[src/rtl/muldiv_pkg.sv]
// Shared types and constants for the shared MUL/DIV/FDIV/FSQRT controller.
// Holds the FSM state encoding, op-code values and width defaults.
package muldiv_pkg;

    localparam int XLEN_DEF = 32;
    localparam int OPW_DEF  = 4;

    typedef enum logic [1:0] {
        S_IDLE  = 2'd0,
        S_ISSUE = 2'd1,
        S_WAIT  = 2'd2,
        S_RESP  = 2'd3
    } state_t;

    localparam logic [3:0] OP_MUL    = 4'd0;
    localparam logic [3:0] OP_MULH   = 4'd1;
    localparam logic [3:0] OP_MULHSU = 4'd2;
    localparam logic [3:0] OP_MULHU  = 4'd3;
    localparam logic [3:0] OP_DIV    = 4'd4;
    localparam logic [3:0] OP_DIVU   = 4'd5;
    localparam logic [3:0] OP_REM    = 4'd6;
    localparam logic [3:0] OP_REMU   = 4'd7;
    localparam logic [3:0] OP_FDIV   = 4'd8;
    localparam logic [3:0] OP_FSQRT  = 4'd9;

    function automatic logic [1:0] core_onehot(input logic core);
        return core ? 2'b10 : 2'b01;
    endfunction

endpackage

[src/rtl/rr_arbiter2.sv]
// Two-way round-robin winner select.
// Ports: eligible (per core), rr_ptr (tie winner), grant_any, winner.
module rr_arbiter2 (
    input  logic [1:0] eligible,
    input  logic       rr_ptr,
    output logic       grant_any,
    output logic       winner
);

    assign grant_any = |eligible;

    always_comb begin
        winner = 1'b0;
        unique case (1'b1)
            (eligible == 2'b11): winner = rr_ptr;
            (eligible == 2'b10): winner = 1'b1;
            default:             winner = 1'b0;
        endcase
    end

endmodule

[src/rtl/muldiv_share_ctrl.sv]
// Shares one iterative MUL/DIV/FDIV/FSQRT unit between two cores' EX stages.
// Ports: per-core req_*/flush/resp_ready in, req_ready/resp_* out; unit_* to
// the shared unit; busy to the cores' hazard logic. rst is async active-low.
module muldiv_share_ctrl
    import muldiv_pkg::*;
#(
    parameter int XLEN    = XLEN_DEF,
    parameter int OPW     = OPW_DEF,
    parameter int TIMEOUT = 64
) (
    input  logic              clk,
    input  logic              rst,
    input  logic [1:0]        req_valid,
    input  logic [2*OPW-1:0]  req_op,
    input  logic [2*XLEN-1:0] req_a,
    input  logic [2*XLEN-1:0] req_b,
    input  logic [9:0]        req_rd,
    input  logic [1:0]        req_fp,
    input  logic [1:0]        flush,
    output logic [1:0]        req_ready,
    output logic [1:0]        resp_valid,
    input  logic [1:0]        resp_ready,
    output logic [XLEN-1:0]   resp_data,
    output logic [4:0]        resp_rd,
    output logic              resp_fp,
    output logic              resp_err,
    output logic              unit_start,
    output logic [OPW-1:0]    unit_op,
    output logic [XLEN-1:0]   unit_a,
    output logic [XLEN-1:0]   unit_b,
    output logic              unit_abort,
    input  logic              unit_done,
    input  logic [XLEN-1:0]   unit_result,
    output logic              busy
);

    localparam int TW = $clog2(TIMEOUT + 1);

    state_t          state;
    logic            rr_ptr;
    logic            owner;
    logic            kill;
    logic [TW-1:0]   timer;

    logic [1:0]      eligible;
    logic            grant_any;
    logic            winner;

    logic [OPW-1:0]  win_op;
    logic [XLEN-1:0] win_a;
    logic [XLEN-1:0] win_b;
    logic [4:0]      win_rd;
    logic            win_fp;

    logic            flush_own;
    logic            kill_eff;
    logic            timeout_hit;

    assign eligible = req_valid & ~flush;

    rr_arbiter2 u_arb (
        .eligible  (eligible),
        .rr_ptr    (rr_ptr),
        .grant_any (grant_any),
        .winner    (winner)
    );

    assign win_op = winner ? req_op[2*OPW-1 -: OPW]  : req_op[OPW-1:0];
    assign win_a  = winner ? req_a[2*XLEN-1 -: XLEN] : req_a[XLEN-1:0];
    assign win_b  = winner ? req_b[2*XLEN-1 -: XLEN] : req_b[XLEN-1:0];
    assign win_rd = winner ? req_rd[9:5]             : req_rd[4:0];
    assign win_fp = winner ? req_fp[1]               : req_fp[0];

    // A flush arriving in the same cycle as done/timeout still kills the op.
    assign flush_own   = flush[owner];
    assign kill_eff    = kill | flush_own;
    assign timeout_hit = (timer == TW'(TIMEOUT - 1));

    // Grant is combinational; gated by rst so nothing is granted in reset.
    assign req_ready = (rst && state == S_IDLE && grant_any)
                     ? core_onehot(winner) : 2'b00;

    assign busy       = (state != S_IDLE);
    assign unit_start = (state == S_ISSUE);
    assign resp_valid = (state == S_RESP) ? core_onehot(owner) : 2'b00;

    // Done in the timeout cycle wins, so abort only fires without done.
    assign unit_abort = (state == S_WAIT) & timeout_hit & ~unit_done;

    always_ff @(posedge clk or negedge rst) begin
        if (!rst) begin
            state     <= S_IDLE;
            rr_ptr    <= 1'b0;
            owner     <= 1'b0;
            kill      <= 1'b0;
            timer     <= '0;
            unit_op   <= '0;
            unit_a    <= '0;
            unit_b    <= '0;
            resp_rd   <= '0;
            resp_fp   <= 1'b0;
            resp_data <= '0;
            resp_err  <= 1'b0;
        end else begin
            case (state)
                S_IDLE: begin
                    if (grant_any) begin
                        unit_op <= win_op;
                        unit_a  <= win_a;
                        unit_b  <= win_b;
                        resp_rd <= win_rd;
                        resp_fp <= win_fp;
                        owner   <= winner;
                        rr_ptr  <= ~winner;
                        kill    <= 1'b0;
                        state   <= S_ISSUE;
                    end
                end
                S_ISSUE: begin
                    timer <= '0;
                    kill  <= kill_eff;
                    state <= S_WAIT;
                end
                S_WAIT: begin
                    timer <= timer + TW'(1);
                    kill  <= kill_eff;
                    if (unit_done || timeout_hit) begin
                        resp_data <= unit_done ? unit_result : '0;
                        resp_err  <= ~unit_done;
                        state     <= kill_eff ? S_IDLE : S_RESP;
                    end
                end
                S_RESP: begin
                    if (flush_own || resp_ready[owner]) begin
                        state <= S_IDLE;
                    end
                end
                default: state <= S_IDLE;
            endcase
        end
    end

endmodule
[config.mk]
export PLATFORM = sky130hd
export DESIGN_NAME = muldiv_share_ctrl
export DESIGN_NICKNAME = d
export VERILOG_FILES = /design/src/rtl/muldiv_pkg.sv /design/src/rtl/rr_arbiter2.sv /design/src/rtl/muldiv_share_ctrl.sv
export SDC_FILE = /design/constraint.sdc
export NUM_CORES = 1
export LEC_CHECK = 0
export ABC_AREA = 1
export BUFFER_PORTS_ARGS = -buffer_cell sky130_fd_sc_hd__buf_2
export CAP_MARGIN = 20
export CORE_AREA = 5 5 115 117
export DETAILED_ROUTE_END_ITERATION = 16
export DIE_AREA = 0 0 120 122
export PLACE_DENSITY = 0.89
export SYNTH_ARGS = -nofsm -noshare
export SYNTH_HDL_FRONTEND = slang
export SYNTH_SLANG_ARGS = --single-unit
[constraint.sdc]
create_clock -name clk -period 2.85 [get_ports clk]
set_input_delay 0.1425 -clock clk [delete_from_list [all_inputs] [get_ports clk]]
set_output_delay 0.1425 -clock clk [all_outputs]
set_load 0.05 [all_outputs]
# Word level (Yosys, flattened, before mapping)
# Index checks and enable logic that the tools add are counted.
# word_totals
out_inout_bits	114
latch_bits	0
regBits	119
mem_bits_rw	0
word_cells	67
memories	0
rom_bits	0
# op_classes
order_cmp	1
muxes	23
eq_ne	9
shifts	0
n_addsub	1
n_mul	0
div_mod_pow	0
bitwise_logic	7
n_reduce_logical	14
# op_table
op	count
32-bit two-way mux	3
2-bit two-way mux	8
7-bit one-hot mux with 2 select lines	1
2-bit equality test (second input constant)	4
2-bit one-hot mux with 4 select lines	1
7-bit by 1-bit adder with 7-bit output (second input constant)	1
7-bit by 6-bit equality test with 1-bit output (second input constant)	1
1-bit two-way mux	6
2-bit AND reduction	3
2-bit nonzero test	3
5-bit two-way mux	1
4-bit two-way mux	1
2-bit by 1-bit != test with 1-bit output (second input constant)	2
1-bit one-hot mux with 2 select lines	2
2-bit OR reduction	2
3-bit AND reduction	1
1-bit bitwise AND	2
2-bit bitwise AND	1
2-bit by 1-bit equality test with 1-bit output (second input constant)	1
1-bit logical AND	2
2-bit logical NOT	1
1-bit logical OR	2
1-bit by 2-bit less-than comparator with 1-bit output (second input constant)	1
2-bit != test (second input constant)	1
3 further kinds	4

# Depth between registers and ports, before layout
# logic_depth
word_depth	6
mapped_depth	10

# Hierarchy
# A second synthesis with hierarchy kept.
# hier_totals
hier_cells	662
hier_area_um2	5776.8
# by_module_without_submodules
mod	area_per_inst_um2	cells_each	instances
muldiv_share_ctrl	5754.3	657	1
rr_arbiter2	22.5	5	1

# Worst setup path before layout
# No wires, ideal clock.
# synth_timing
kind	register to output
start	reg state[1]
end	out req_ready[1]
path_stages_with_launch	8
setup_slack_ns	0.722
arrival_time_ns	1.986
n_path_buf	1
required_ns	2.707
path_cell_list	dfrtp_1 -> inv_1 -> ha_1 -> inv_1 -> nor2_2 -> buf_4 -> inv_1 -> nor2_1
# synth_via
elab_chain_cells	4
# synth_rtl
item	line	source
start: declaration	muldiv_share_ctrl.sv:39	state_t state;
start signal: assignment	muldiv_share_ctrl.sv:130	state <= kill_eff ? S_IDLE : S_RESP;
2-bit logical NOT	muldiv_share_ctrl.sv:80	assign req_ready = (rst && state == S_IDLE && grant_any)
1-bit logical AND (2 in series)	muldiv_share_ctrl.sv:80	
2-bit two-way mux	muldiv_share_ctrl.sv:81	? core_onehot(winner) : 2'b00;
end: declaration	muldiv_share_ctrl.sv:20	output logic [1:0] req_ready,
# Every way passes these cells.

# Final worst setup path
# layout_timing
start	reg state[0]
end	reg unit_b[16]
# layout_via
elab_chain_cells	2
# layout_rtl
item	line	source
2-bit logical NOT	muldiv_share_ctrl.sv:105	case (state)
2-bit AND reduction (no source line)	-	
end signal: assignment	muldiv_share_ctrl.sv:110	unit_b <= win_b;
end: declaration	muldiv_share_ctrl.sv:30	output logic [XLEN-1:0] unit_b,
# Every way passes these cells.
# A chain may end at the register's enable or synchronous reset.

==> metrics.cfg <==
[clocking]
tritoncts = built
clkSinkCount = 119
path_clk_slew_ns = 0.06
cts-resized-gates = 0
holdBufCountCts = 179
cts.path.max_buffers = 2
postCtsSetupRepairBufs = 0
root_buffer = clkbuf_16
numCtsBuffers = 17
cts.htree.levels = 4
insertion_delay_ns = 0.41

[placed_design]
place_inst = 1081
place_ws_ns = 0.935
io_buffers = 302
gp_congestion = 0.853
dpl.hpwl_microns = 12600

[synthesis]
ys_seq_elements = 119
synth_fp_nets = 849
syn_area_sq_mm = 0.00532
synth_cells = 655
synth_seq_area_share_pct = 56.0
syn_avg_cell_area_sq_um = 8.11
yosysUniqueCellTypes = 20
synth_warnings = 0

[timing]
finalCriticalPeriod_ns = 2.58
fin_setup_tns_ns = 0
tightest_slew_ns = 0.680
hold_viol = 0
fmax_mhz = 387
layout_setup_ws_ns = 0.268
slew_violations = 0
finalSetupViolCount = 0
skew_ns = 0.00836
relSlewSlack_pct = 54.6
fin_crit_sh_pct = 90.6
rsz0062_at_grt = no

[critical_path]
cpLargestDelayFamily = buffers and inverters
ff2ff_path_depth = 8
cp_slowest_stage_delay_ns = 0.59
reg2reg_to = unit_b[16]
cp_num_buf_inv = 4
worstPathRequired_ns = 3.18
rrSetupSlack_ns = 0.27
r2r_start = state[0]
end_kind = flip-flop
start_kind = flip-flop
worstSetupPathType = reg -> reg
path_cells = inv_1 > ha_1 > inv_1 > nor2_4 > buf_4 > nand2_1 > nand3_1 > dlygate4sd3_1
cpMostUsedCell = inv_1
slowest_stage = dlygate4sd3_1
path_max_fanout = 33
arrival_ns = 2.92

[outcome]
status = finished, final reports clean

[floorplan]
ioPinCount = 303
coreArea_sq_mm = 0.0123
dieWidth_microns = 120
die_area_sq_mm = 0.0146
rows = 41
die_h_microns = 122
start_util_pct = 43.4

[cells_and_area]
final_cell_mix = 316 x nand2_1, 301 x buf_2, 179 x dlygate4sd3_1
layout.nets = 1323
fin_util_pct = 75.6
drive_above_1_share_pct = 30.8
syn_to_final_growth_pct = 74.5
layout_commonest_cell = nand2_1
final_cell_count_no_fill = 1292

[job]
max_cap_violations = 0

[power]
ir_drop_mv = 0.815
p_leak_uw = 0.00504
power_density_mw_per_mm2 = 1270

[grt]
grtUsageTotal_pct = 34.0
grt_start_max_net_pins = 120
grt_first_pass_wirelength_microns = 38500
overflow = 0
grt_pass1_vias = 7368
antenna_found_initial = 1

[hold_path]
hold_depth = 3
worstHoldStart = req_b[54]
min_path_type = in -> reg
hold_path_end = unit_b[22]

[routing]
via_per_inst = 5.43
post_drt_wl_per_cell_microns = 19.2
wirelength_microns = 24800
dr_total_vias = 7016
antenna_left = 0
drt-pass1-iter-count = 6
drc = 0
dr.first_iter.drc_count = 729

==> cell usage after synthesis <==
library cell | number | share of area [%]
nand3b_1 | 1 | 0.14
nand2_1 | 316 | 22
clkbuf_1 | 6 | 0.42
a21oi_1 | 6 | 0.56
buf_2 | 18 | 1.7
o211ai_1 | 2 | 0.28
nand4_1 | 2 | 0.24
nor2_1 | 12 | 0.85
ha_1 | 5 | 1.2
nor3_1 | 3 | 0.28
buf_4 | 5 | 0.71
inv_1 | 25 | 1.8
inv_2 | 4 | 0.28
nand2_2 | 3 | 0.35
nand3_2 | 1 | 0.19
o21ai_0 | 8 | 0.75
buf_6 | 6 | 1.3
dfrtp_1 | 119 | 56
nor2_2 | 2 | 0.24
nand3_1 | 111 | 10
==> sequential cells by signal, summed over array words and instances, names as in the netlist <==
signal	cells
resp_rd	5
resp_err	1
unit_b	32
resp_data	32
kill	1
rr_ptr	1
unit_a	32
state	2
timer	7
unit_op	4
resp_fp	1
owner	1
==> power by group <==
group,switching (uW),total (uW),internal (uW)
logic,4580,6630,2040
clock network,768,2120,1360
registers,557,3040,2480
total,5910,11800,5880
==> worst max path at each step <==
| stage | depth (start not counted) | endpoint | from |
|---|---|---|---|
| final | 8 | unit_b[16] | state[0] |
| after global routing | 8 | unit_b[16] | state[0] |
| after CTS | 8 | unit_b[3] | state[1] |
| after detailed placement | 7 | unit_b[15] | state[1] |
| after global placement | 7 | unit_b[17] | state[1] |
| after floorplan | 7 | req_ready[1] | state[1] |
==> routing by layer <==
metal | wire [microns] | share of wire [%] | track usage (%)
met3 | 2660 | 11 | 10.4
met4 | 1500 | 6.0 | 21.8
met5 | 0 | 0 | 0
met2 | 12300 | 49 | 57.4
met1 | 8410 | 34 | 37.3
==> logic make-up after synthesis <==
logic type | Yosys count | share of synthesized area (%)
buf+inv | 64 | 6.14
flops | 119 | 56.0
simple gates | 451 | 35.1
fa+ha+maj | 5 | 1.18
compound gates | 16 | 1.60
==> metrics by stage <==
step / power (uW) / cell area (sq um) / hold WS, ns
finish: 11800 / 9270 / 0.00581
detailed placement: 8280 / 6890 / 0.305
global route: 12300 / 9270 / 0.00251
CTS: 11400 / 9270 / 0.00746
floorplan: 6880 / 5320 / -0.153
global placement: 8160 / 6890 / 0.297
==> layout make-up <==
class / count / area (sq um)
timing repair buffer: 490 / 3390
fill: 709 / 2990
sequential: 119 / 2980
multi-input combinational: 472 / 2020
clock buffer: 25 / 526
tap: 150 / 188
inverter: 29 / 109
clock inverter: 6 / 63.8
antenna: 1 / 2.50
==> worst register-to-register path: cells and delay by family (launching register included) <==
family                   cells  cell delay, ns
AND/OR/NAND/NOR              3            0.64
adder cells (fa/ha/maj)      1            0.22
flip-flops                   1            0.42
buffers and inverters        4            1.22
No activity file was read; power rests on OpenSTA's default activity.
